`src/rtl/mdu_seq.sv`:
```
`default_nettype none
// ============================================================================
// Module      : mdu_seq
// Description : Sequential unsigned multiply/divide unit (one bit per cycle)
//               with a single register-file write-back per operation.
//               Optional macro MDU_REM_SEL_EN adds rem_sel (remainder select).
// Revision    : 1.0 - initial release
// ============================================================================
module mdu_seq #(
    parameter int W  = 32,
    parameter int AW = 5
) (
    input  logic          clk,
    input  logic          rst_n,
    input  logic          start,
    input  logic          op,
    input  logic [W-1:0]  src_a,
    input  logic [W-1:0]  src_b,
    input  logic [AW-1:0] dst_addr,
`ifdef MDU_REM_SEL_EN
    input  logic          rem_sel,
`endif
    output logic          busy,
    output logic          done,
    output logic          div_zero,
    output logic          L_S,
    output logic [AW-1:0] Wt_addr,
    output logic [W-1:0]  Wt_data
);

    localparam int          CW     = $clog2(W) + 1;
    localparam logic [CW-1:0] c_last = CW'(W - 1);

    typedef enum logic [1:0] {
        S_IDLE = 2'd0,
        S_CALC = 2'd1,
        S_WB   = 2'd2
    } state_t;

    state_t        r_state;
    state_t        w_state_nxt;
    logic [CW-1:0] r_cnt;
    logic          r_op;
    logic          r_dz;
    logic [AW-1:0] r_dst;
    // r_a: multiplicand (mul) or dividend shifting into quotient (div)
    // r_b: multiplier (mul) or divisor (div)
    // r_acc: product accumulator (mul) or partial remainder (div)
    logic [W-1:0]  r_a;
    logic [W-1:0]  r_b;
    logic [W-1:0]  r_acc;
`ifdef MDU_REM_SEL_EN
    logic          r_rem_sel;
`endif

    logic          w_accept;
    logic          w_dz_in;
    logic [W-1:0]  w_sum;
    logic [W:0]    w_shift;
    logic          w_ge;
    logic [W-1:0]  w_sub;
    logic [W-1:0]  w_result;

    // Outputs lag state by one cycle, so busy is checked to avoid
    // accepting a request during the trailing write-back cycle.
    assign w_accept = (r_state == S_IDLE) && start && !busy;
    assign w_dz_in  = op && (src_b == '0);

    assign w_sum   = r_acc + r_a;
    assign w_shift = {r_acc, r_a[W-1]};
    assign w_ge    = (w_shift >= {1'b0, r_b});
    assign w_sub   = W'(w_shift - {1'b0, r_b});

    always_comb begin
        w_result = r_acc;
        if (r_op) begin
`ifdef MDU_REM_SEL_EN
            if (r_rem_sel) begin
                w_result = r_dz ? r_a : r_acc;
            end else begin
                w_result = r_dz ? {W{1'b1}} : r_a;
            end
`else
            w_result = r_dz ? {W{1'b1}} : r_a;
`endif
        end
    end

    always_ff @(posedge clk or negedge rst_n) begin
        if (!rst_n) begin
            r_state <= S_IDLE;
        end else begin
            r_state <= w_state_nxt;
        end
    end

    always_comb begin
        w_state_nxt = r_state;
        case (r_state)
            S_IDLE: begin
                if (w_accept) begin
                    w_state_nxt = w_dz_in ? S_WB : S_CALC;
                end
            end
            S_CALC: begin
                if (r_cnt == c_last) begin
                    w_state_nxt = S_WB;
                end
            end
            S_WB:    w_state_nxt = S_IDLE;
            default: w_state_nxt = S_IDLE;
        endcase
    end

    always_ff @(posedge clk or negedge rst_n) begin
        if (!rst_n) begin
            r_cnt     <= '0;
            r_op      <= 1'b0;
            r_dz      <= 1'b0;
            r_dst     <= '0;
            r_a       <= '0;
            r_b       <= '0;
            r_acc     <= '0;
`ifdef MDU_REM_SEL_EN
            r_rem_sel <= 1'b0;
`endif
        end else if (w_accept) begin
            r_cnt     <= '0;
            r_op      <= op;
            r_dz      <= w_dz_in;
            r_dst     <= dst_addr;
            r_a       <= src_a;
            r_b       <= src_b;
            r_acc     <= '0;
`ifdef MDU_REM_SEL_EN
            r_rem_sel <= rem_sel;
`endif
        end else if (r_state == S_CALC) begin
            r_cnt <= r_cnt + 1'b1;
            if (!r_op) begin
                if (r_b[0]) begin
                    r_acc <= w_sum;
                end
                r_a <= {r_a[W-2:0], 1'b0};
                r_b <= {1'b0, r_b[W-1:1]};
            end else begin
                r_acc <= w_ge ? w_sub : w_shift[W-1:0];
                r_a   <= {r_a[W-2:0], w_ge};
            end
        end
    end

    always_ff @(posedge clk or negedge rst_n) begin
        if (!rst_n) begin
            busy     <= 1'b0;
            done     <= 1'b0;
            div_zero <= 1'b0;
            L_S      <= 1'b0;
            Wt_addr  <= '0;
            Wt_data  <= '0;
        end else begin
            busy     <= (r_state != S_IDLE);
            done     <= (r_state == S_WB);
            div_zero <= (r_state == S_WB) && r_dz;
            // r0 is hard-wired zero: never write it
            L_S      <= (r_state == S_WB) && (r_dst != '0);
            if (r_state == S_WB) begin
                Wt_addr <= r_dst;
                Wt_data <= w_result;
            end
        end
    end

endmodule
`default_nettype wire
```
`config.mk`:
```
export PLATFORM = sky130hd
export DESIGN_NAME = mdu_seq
export DESIGN_NICKNAME = d
export VERILOG_FILES = /design/src/rtl/mdu_seq.sv
export SDC_FILE = /design/constraint.sdc
export NUM_CORES = 1
export LEC_CHECK = 0
export BUFFER_PORTS_ARGS = -buffer_cell sky130_fd_sc_hd__buf_2
export CAP_MARGIN = 20
export CORE_MARGIN = 10
export CORE_UTILIZATION = 50
export CTS_CLUSTER_DIAMETER = 30
export DETAILED_ROUTE_END_ITERATION = 8
export GPL_TIMING_DRIVEN = 0
export HOLD_SLACK_MARGIN = 0.05
export PLACE_DENSITY = 0.81
export SLEW_MARGIN = 20
export SYNTH_ARGS = -nofsm -noshare
export SYNTH_HDL_FRONTEND = slang
export SYNTH_SLANG_ARGS = --single-unit
```
`constraint.sdc`:
```
create_clock -name clk -period 3.8 [get_ports clk]
set_clock_uncertainty 0.05 [all_clocks]
set_input_delay 0.38 -clock clk [delete_from_list [all_inputs] [get_ports clk]]
set_output_delay 0.38 -clock clk [all_outputs]
set_load 0.02 [all_outputs]
```
**Yosys cells after proc, flatten, opt, wreduce, memory -nomap -nowiden**

Cells that the tools add are included.
W data, S select, Z words.

- Reductions and logical operators: 15
- Order comparisons: 1
- Multiplexer cells: 19
- Add/sub/neg operators: 3
- Equality and inequality tests: 6

Operator list:

| cell | number |
|---|---|
| $mux W32 | 12 |
| $ge A33 B32 Y1 | 1 |
| $add A32 B32 Y32 | 1 |
| $logic_not A32 Y1 | 1 |
| $sub A32 B32 Y32 | 1 |
| $mux W6 | 2 |
| $add A6 B1 Y6 const B | 1 |
| $eq A6 B5 Y1 const B | 1 |
| $mux W2 | 3 |
| $reduce_and A2 Y1 | 3 |
| $logic_and A1 B1 Y1 | 5 |
| $reduce_bool A5 Y1 | 1 |
| $ne A2 B2 Y1 const B | 2 |
| $pmux W2 S2 | 1 |
| $reduce_bool A2 Y1 | 2 |
| $reduce_bool A3 Y1 | 1 |
| $eq A2 B1 Y1 const B | 1 |
| $eq A2 B2 Y1 const B | 1 |
| $logic_not A2 Y1 | 1 |
| $ne A2 B1 Y1 const B | 1 |
| $logic_not A1 Y1 | 1 |
| $mux W1 | 1 |

- Bits of input ports: 73
- Flip-flop bits (word level): 152
- Word-level logic and storage cells: 58

**Longest topological paths before layout**

Gate-level depths: netlist of run 1.

- Depth in word-level cells: 5
- Depth in mapped cells: 14
- Mapped depth without buffers: 13

**Worst setup path before layout of run 1**

OpenSTA, ideal clock, no wires.

- Path type: register -> register
- From: reg r_a[31]
- To: reg r_acc[28]
- Required time: 3,663 ps
- Path slack: 704 ps
- Data arrival time: 2,959 ps
- Stages on the path, launching flop included: 14
- Setup time: 87 ps
- Cells stage by stage: dfrtp_1 -> inv_1 -> ha_1 -> inv_1 -> fa_1 -> a21oi_1 -> o21ai_1 -> a31o_1 -> a211o_1 -> a21oi_1 -> nor2b_1 -> o31a_1 -> or4_1 -> o211ai_1

- Longest elaborated chain between the ends: 5
- Elaborated cells between the ends (all ways): 6
- Those cells by class: add/sub: 1; order compare: 1; mux: 4

Ends and longest elaborated chain:

| what | RTL line | RTL |
|---|---|---|
| start: declaration | 49 | `logic [W-1:0] r_a;` |
| start signal: assignment | 132 | `r_a <= src_a;` |
| start signal: assignment | 144 | `r_a <= {r_a[W-2:0], 1'b0};` |
| start signal: assignment | 148 | `r_a <= {r_a[W-2:0], w_ge};` |
| $sub A32 B32 Y32 or $ge A33 B32 Y1 (tied branches) | 72, 71 |  |
| $mux W32 (*) | 147 | `r_acc <= w_ge ? w_sub : w_shift[W-1:0];` |
| $mux W32 (*) | 140 | `if (!r_op) begin` |
| $mux W32 (*) | 138 | `end else if (r_state == S_CALC) begin` |
| $mux W32 (*) | 127 | `end else if (w_accept) begin` |
| end signal: assignment | 142 | `r_acc <= w_sum;` |
| end signal: assignment | 147 |  |
| end: declaration | 51 | `logic [W-1:0] r_acc;` |

Mark *: on every way between the ends. The rest lies on a longest branch, timed or not. The select of a mux whose other input is x is not followed.
A chain may end at the register's enable or synchronous reset.

**Worst setup path after layout of run 1**

- From: reg r_a[31]
- To: reg r_acc[26]

The elaborated chain is that of the path after synthesis.

==> results.json, run 1 <==
{
  "slowest_delay_ps": 530,
  "hold_class": "in2reg",
  "syn_inst": 1288,
  "postPlaceCellArea_um2": 11400,
  "gp_congestion": 0.959,
  "ios": 114,
  "drc_errors": 0,
  "io_buffers": 113,
  "grt_pass1_wl_um": 51600,
  "rsz0062_at_grt": "false",
  "area_growth_pct": 14.7,
  "dr.pass1.iters": 5,
  "grt_use_total": 0.238,
  "fin_crit_ps": 3580,
  "ys_seq_area_frac": 0.364,
  "path_class": "reg2reg",
  "cp_cell_sequence": "inv_1, ha_1, inv_1, fa_1, a21oi_1, o21ai_1, a31o_1, a2111oi_4, nor3_1, or4_1, o311ai_1, a21oi_1, o21ai_1",
  "antenna_found_initial": 0,
  "maxCapViolCount": 0,
  "layout_common_cells": "nand2_1, dfrtp_1, o21ai_0",
  "multiInputGateArea_um2": 6190,
  "mostFrequentLayoutCell": "nand2_1",
  "fmax_ghz": 0.280,
  "tritoncts": "yes",
  "max_slew_margin": 0.380,
  "dieArea_um2": 27100,
  "die_h_um": 165,
  "die_w_um": 165,
  "synth-seq-cells": 152,
  "cts_made_buffers": 17,
  "worstPathArrival_ps": 3870,
  "final_nets": 1561,
  "ir_worst_vdd_v": 0.000450,
  "dr.first_iter.drc_count": 850,
  "power_leakage_uw": 0.00561,
  "async_flop_share": 1.00,
  "finalCritPeriodShare": 0.941,
  "grt_pass1_vias": 9966,
  "maxSlewViolCount": 0,
  "yosysWarnings": 0,
  "outcome": "finished, final reports clean",
  "endpoint_kind": "flop",
  "wl_per_cell_um": 18.8,
  "rows": 52,
  "clock-sinks": 152,
  "fin_total_pwr_uw": 12600,
  "worst_pin_slew_ps": 930,
  "clk_path_buf_depth": 2,
  "powerDensity_nw_per_um2": 1060,
  "hpwl_um": 25300,
  "clk_pin_slew_ps": 70,
  "vias_per_cell": 6.01,
  "grt.overflow.total": 0,
  "synth_edf_count": 0,
  "finalSetupViolCount": 0,
  "setup.worst_path.start_class": "flop",
  "dominantRegCellSynth": "dfrtp_1",
  "vias": 10200,
  "core-area_um2": 20400,
  "start_util": 0.513,
  "synth_nets": 1427,
  "crit_required_ps": 4100,
  "cts_root_buf": "clkbuf_16",
  "drt-total-wl_um": 32100,
  "postSynthAreaPerCell_um2": 8.11,
  "setup-tns-final_ps": 0,
  "grt_max_degree": 85,
  "clk_latency_ps": 430,
  "fillers": 1822,
  "cts_setup_buffers": 0,
  "final_area_um2": 12000,
  "synth_area_um2": 10400,
  "hold_viol": 0,
  "drive_above_1_share": 0.114,
  "htree_num_levels": 4,
  "synth.distinct_cells": 65,
  "postRouteAntennaNets": 0,
  "seq_area_um2": 3800,
  "cp_max_fo": 4,
  "antenna_cells": 0,
  "cpMaxStageDelayCell": "or4_1",
  "hold_ws_ps": 83.2
}
-- area by class of cell --
type / instances / share of cell area
flip-flops and latches: 152 / 0.318
clock buffers: 18 / 0.0358
inverters: 49 / 0.0154
repair buffers: 115 / 0.0512
clock inverters: 14 / 0.0109
well taps: 270 / 0.0282
plain buffers: 76 / 0.0241
multi-input cells: 1011 / 0.517
-- per-stage QoR --
stage	setup slack (ps)	instances	utilization
floorplan	704	1288	-
global placement	148	1671	0.557
detailed placement	205	1672	0.559
CTS	151	1705	0.587
global route	4.42	1705	0.588
finish	224	1705	0.588
-- kinds of logic after synthesis --
kind of cell    share of synthesized area
flops                               0.364
xor+xnor                           0.0445
buf+inv                            0.0452
simple gates                        0.192
fa+ha+maj                          0.0805
compound gates                      0.265
mux                               0.00863
-- sequential cells by signal, summed over array words and instances, names as in the netlist, 2 cells and up --
signal,cells
Wt_addr,5
r_acc,32
r_a,32
Wt_data,32
r_cnt,6
r_b,32
r_dst,5
r_state,2
-- routing by layer --
metal | share of wire | track usage | vias to the layer above
met5 | 0 | 0 | -
met3 | 0.085 | 0.0418 | 69
li1 | - | - | 4915
met4 | 0.025 | 0.0725 | 0
met1 | 0.45 | 0.327 | 4806
met2 | 0.44 | 0.373 | 457
-- cells in the mapped netlist (11+ instances only) --
cell type | number | area share
a211oi_1 | 35 | 0.025
a21o_1 | 25 | 0.018
a21oi_1 | 109 | 0.052
a22oi_1 | 34 | 0.024
clkbuf_1 | 69 | 0.025
dfrtp_1 | 152 | 0.36
ha_1 | 64 | 0.077
inv_1 | 49 | 0.018
nand2_1 | 211 | 0.076
nand3_1 | 18 | 0.0086
nand4_1 | 15 | 0.0090
nor2_1 | 87 | 0.031
nor3_1 | 19 | 0.0091
nor4_1 | 11 | 0.0066
o211ai_1 | 20 | 0.014
o21ai_0 | 127 | 0.061
o21ai_1 | 17 | 0.0081
o21bai_1 | 12 | 0.0086
or3_1 | 32 | 0.019
xnor2_1 | 34 | 0.029
xor2_1 | 19 | 0.016
-- final timing paths --
path                              from           to  slack [ps]  cells past startpoint
setup / recovery               r_a[31]    r_acc[26]         220                     13
setup reg to reg               r_a[31]    r_acc[26]         220                     13
hold reg to reg            Wt_data[16]  Wt_data[16]         430                      2
max in group asynchronous        rst_n    r_acc[25]        2480                      3
hold / removal             dst_addr[0]     r_dst[0]          80                      3
min in group asynchronous        rst_n   Wt_data[1]         420                      2
-- critical path: cells and delay by family (launching register included) --
family | cells | cell delay, ps
AO/OA/AOI/OAI | 7 | 1430
AND/OR/NAND/NOR | 2 | 740
adder cells (fa/ha/maj) | 2 | 640
flip-flops | 1 | 420
buffers and inverters | 2 | 210
-- where the power goes --
| group | switching, uW | internal, uW |
|---|---|---|
| Combinational | 4970 | 2940 |
| Sequential | 747 | 2330 |
| Clock | 791 | 869 |
-- repair_timing --
item                                    4_1_cts  5_1_grt
endpoints found under the hold margin        68        0
hold buffers                                  1        0
endpoints found under the setup margin        0        9
gates resized for setup                       0        3
Note: power is estimated with default switching activity, not from simulation.
==> run 2, diff against run 1 <==
Settings changed: RECOVER_POWER set to 100.
==> results.json, run 2 (synthesis gave the netlist of run 1 again) <==
{
  "setup.worst_path.start_class": "flop",
  "fin_crit_ps": 3610,
  "p_clk_frac": 0.132,
  "vias": 10200,
  "failed_checks": "max-capacitance violations, max-slew violations",
  "maxCapViolCount": 1,
  "combPwrFrac": 0.623,
  "grt_pass1_vias": 9966,
  "layout_common_cells": "nand2_1, dfrtp_1, o21ai_0",
  "htree_num_levels": 4,
  "powerDensity_nw_per_um2": 1060,
  "crit_family": "compound AO/OA/AOI/OAI gates",
  "finalCritPeriodShare": 0.950,
  "postRouteAntennaNets": 0,
  "start_util": 0.513,
  "power.net_switching_uw": 6490,
  "antenna_found_initial": 0,
  "die_w_um": 165,
  "grt_use_total": 0.238,
  "clk_path_buf_depth": 2,
  "dr.first_iter.drc_count": 847,
  "clk_pin_slew_ps": 70,
  "setup-tns-final_ps": 0,
  "drive_above_1_share": 0.0850,
  "rsz0062_at_grt": "false",
  "worst-path-buf-inv": 2,
  "postLayoutCoreUtil": 0.584,
  "worstPathArrival_ps": 3910,
  "wl_per_cell_um": 18.8,
  "drc_errors": 0,
  "max_slew_margin": -0.169,
  "area_growth_pct": 13.8,
  "ios": 114,
  "outcome": "finished, violations left",
  "maxSlewViolCount": 70,
  "endpoint_kind": "flop",
  "antenna_cells": 0,
  "internal_power_uw": 6070,
  "final_nets": 1561,
  "crit_required_ps": 4100,
  "vias_per_cell": 6.01,
  "hpwl_um": 25300,
  "grt.overflow.total": 0,
  "io_buffers": 113,
  "path_class": "reg2reg",
  "core-area_um2": 20400,
  "clk_latency_ps": 430,
  "cts_root_buf": "clkbuf_16",
  "clock-sinks": 152,
  "p_sw_frac": 0.517,
  "fmax_ghz": 0.277,
  "power_leakage_uw": 0.00544,
  "hold_class": "in2reg",
  "cpMaxStageDelayCell": "or4_1",
  "slowest_delay_ps": 530,
  "ir_worst_vdd_v": 0.000447,
  "tritoncts": "yes",
  "hold_viol": 0,
  "die_h_um": 165,
  "hold_ws_ps": 85.8,
  "final_area_um2": 11900,
  "dr.pass1.iters": 6,
  "cts_made_buffers": 17,
  "worst_pin_slew_ps": 1750,
  "grt_max_degree": 85,
  "cp_cell_sequence": "inv_1, ha_1, inv_1, fa_1, a21oi_1, o21ai_0, a31o_1, a2111oi_4, nor3_1, or4_1, o311ai_1, a21oi_1, o21ai_1",
  "dieArea_um2": 27100,
  "power_frac_seq": 0.245,
  "cp_max_fo": 4,
  "gp_congestion": 0.959,
  "postPlaceCellArea_um2": 11400,
  "rows": 52,
  "drt-total-wl_um": 32100,
  "finalSetupViolCount": 0,
  "grt_pass1_wl_um": 51600,
  "mostFrequentLayoutCell": "nand2_1"
}
[run 2: cell count changes in the layout (fill, tap and decap cells not counted), sizes merged]
| cell | change |
|---|---|
| clkbuf | +45 |
| buf | -45 |
[run 2: worst paths after layout]
kind / cells past startpoint / slack [ps] / to / startpoint
worst max register to register: 13 / 190 / r_acc[26] / r_a[31]
worst min register to register: 2 / 430 / Wt_data[16] / Wt_data[16]
worst min-delay path: 3 / 90 / r_dst[0] / dst_addr[0]
worst max-delay path: 13 / 190 / r_acc[26] / r_a[31]
min in group asynchronous: 2 / 890 / Wt_data[1] / rst_n
max in group asynchronous: 3 / 750 / r_acc[25] / rst_n
[run 2: what timing repair did]
| item | CTS | global route |
|---|---|---|
| endpoints found under the setup margin | 0 | 9 |
| hold buffers | 1 | 0 |
| resized for setup | 0 | 3 |
| buffers inserted | 0 | 0 |
| endpoints found under the hold margin | 68 | 0 |
[run 2: layout make-up]
class / count / area (um^2)
plain buffers: 76 / 289
clock buffers: 18 / 429
clock inverters: 14 / 130
fillers: 1857 / 8480
inverters: 49 / 184
multi-input cells: 1011 / 6180
flip-flops and latches: 152 / 3800
well taps: 270 / 338
repair buffers: 115 / 532
[run 2: stage by stage]
step / cells / setup WS [ps] / power, uW
5_1_grt: 1705 / 6.41 / 13600
2_1_floorplan: 1288 / 704 / 8590
3_5_place_dp: 1672 / 205 / 10800
3_3_place_gp: 1671 / 148 / 10600
4_1_cts: 1705 / 151 / 12500
6_report: 1705 / 189 / 12600
[run 2: routing by layer]
metal  up-vias  GRT usage  wire (um)
li1       4917          -          -
met1      4825      0.327      14400
met2       443      0.373      14100
met3        61     0.0418       2840
met4         0     0.0725        744
met5         -          0          0
[run 2: power groups by stage]
stage | registers, uW | logic (uW) | clock network [uW]
finish | 3080 | 7830 | 1650
global route | 3150 | 8760 | 1730
CTS | 3030 | 7770 | 1660
detailed placement | 3050 | 7700 | 0
global placement | 3030 | 7550 | 0
floorplan | 2990 | 5600 | 0
[run 2: worst reg2reg max path, cell delays in order, from the launching register on]
cell and delay, ps:
dfrtp_1 420, inv_1 140, ha_1 220, inv_1 70, fa_1 410, a21oi_1 200
o21ai_0 140, a31o_1 300, a2111oi_4 470, nor3_1 210, or4_1 530, o311ai_1 100
a21oi_1 120, o21ai_1 150
==> run 3, diff against run 2 <==
Settings changed: CORE_MARGIN 10 to unset, RECOVER_POWER 100 to unset, SLEW_MARGIN 20 to 10.
==> results.json, run 3 (synthesis gave the netlist of run 1 again) <==
{
  "outcome": "finished, final reports clean",
  "vias_per_cell": 6.00,
  "clock-sinks": 152,
  "drive_above_1_share": 0.114,
  "dieArea_um2": 21500,
  "cp_max_fo": 4,
  "grt_pass1_wl_um": 49300,
  "setup.worst_path.start_class": "flop",
  "worst_pin_slew_ps": 964,
  "finalCritPeriodShare": 0.962,
  "start_util": 0.513,
  "max_slew_margin": 0.357,
  "clk_latency_ps": 440,
  "die_w_um": 147,
  "path_class": "reg2reg",
  "grt_use_total": 0.292,
  "dr.pass1.iters": 5,
  "die_h_um": 147,
  "fin_total_pwr_uw": 12700,
  "placed_cells": 1672,
  "rows": 52,
  "gp_congestion": 0.925,
  "io_buffers": 113,
  "endpoint_kind": "flop",
  "clk_path_buf_depth": 2,
  "final_cells": 1705,
  "antenna_found_initial": 0,
  "ir_worst_vdd_v": 0.000496,
  "tritoncts": "yes",
  "hold_class": "in2reg",
  "antenna_cells": 0,
  "rsz0062_at_grt": "false",
  "grt.overflow.total": 0,
  "area_growth_pct": 15.1,
  "postLayoutCoreUtil": 0.590,
  "clk_pin_slew_ps": 70,
  "drc_errors": 0,
  "layout_common_cells": "nand2_1, dfrtp_1, o21ai_0",
  "grt_pass1_vias": 9632,
  "final_nets": 1561,
  "power_leakage_uw": 0.00564,
  "maxCapViolCount": 0,
  "ios": 114,
  "maxSlewViolCount": 0,
  "dr.first_iter.drc_count": 999,
  "core-area_um2": 20400,
  "hold_viol": 0,
  "mostFrequentLayoutCell": "nand2_1",
  "setup-tns-final_ps": 0,
  "hpwl_um": 23800,
  "wl_per_cell_um": 17.9,
  "grt_max_degree": 78,
  "finalSetupViolCount": 0,
  "powerDensity_nw_per_um2": 1060,
  "drt-total-wl_um": 30400,
  "fmax_ghz": 0.274,
  "vias": 10200,
  "cts_made_buffers": 17,
  "htree_num_levels": 4,
  "crit_required_ps": 4110,
  "postRouteAntennaNets": 0,
  "fin_crit_ps": 3660,
  "cts_root_buf": "clkbuf_16",
  "worstPathArrival_ps": 3960
}
run 3: cell types whose count changed in the layout (fill, tap and decap cells not counted), moves of 2 or more:
cell,previous run,this run
buf_1,2,4
buf_2,73,114
bufinv_16,0,2
clkbuf_1,113,69
inv_8,5,3
o21ai_0,136,127
o21ai_1,8,17
run 3: critical path, cell delays in order (launching register included):
cell and delay [ps]:
dfrtp_1 420, inv_1 150, ha_1 200, inv_1 60, fa_1 410, a21oi_1 200, o21ai_1 100, a31o_1 270
a2111oi_2 570, nor3_1 220, or4_1 530, o311ai_1 130, a21oi_1 130, o21ai_1 130
run 3: path summary, 6_finish.rpt:
check	from	end	slack (ps)	cells past startpoint
setup / recovery	r_a[31]	r_acc[26]	140	13
hold / removal	dst_addr[2]	r_dst[2]	90	3
setup reg to reg	r_a[31]	r_acc[26]	140	13
hold reg to reg	Wt_addr[3]	Wt_addr[3]	420	2
max in group asynchronous	rst_n	r_b[3]	2470	3
min in group asynchronous	rst_n	r_a[7]	450	2
run 3: through the flow:
stage                     hold slack (ps)  setup slack, ps  cell area [um^2]
after CTS                            90.8              169             12000
final                                90.8              145             12000
after detailed placement              328              196             11400
after global routing                  107             7.37             12000
after floorplan                      34.4              704             10400
after global placement                404              133             11300
run 3: cell type report:
class / instances / area [um^2]
well taps: 270 / 338
multi-input cells: 1011 / 6170
fillers: 1827 / 8350
repair buffers: 115 / 613
plain buffers: 76 / 289
flip-flops and latches: 152 / 3800
clock inverters: 14 / 179
inverters: 49 / 184
clock buffers: 18 / 439
run 3: timing repair:
action / 4_1_cts / 5_1_grt
gates resized for setup: 0 / 1
hold endpoints to repair: 75 / 0
endpoints found under the setup margin: 0 / 2
setup buffers: 0 / 0
hold buffers: 1 / 0
run 3: metal layers:
layer / share of wire / routed length, um / vias to the layer above / global-route usage
met2: 0.45 / 13600 / 443 / 0.466
met5: 0 / 0 / - / 0
li1: - / - / 4909 / -
met1: 0.45 / 13700 / 4815 / 0.400
met4: 0.023 / 690 / 0 / 0.0927
met3: 0.081 / 2480 / 60 / 0.0538
run 3: report_power, final:
part           leakage, uW  internal [uW]  switching, uW
combinational      0.00347           2930           4910
clock             0.000301           1020            785
sequential         0.00186           2330            739
total              0.00564           6270           6440
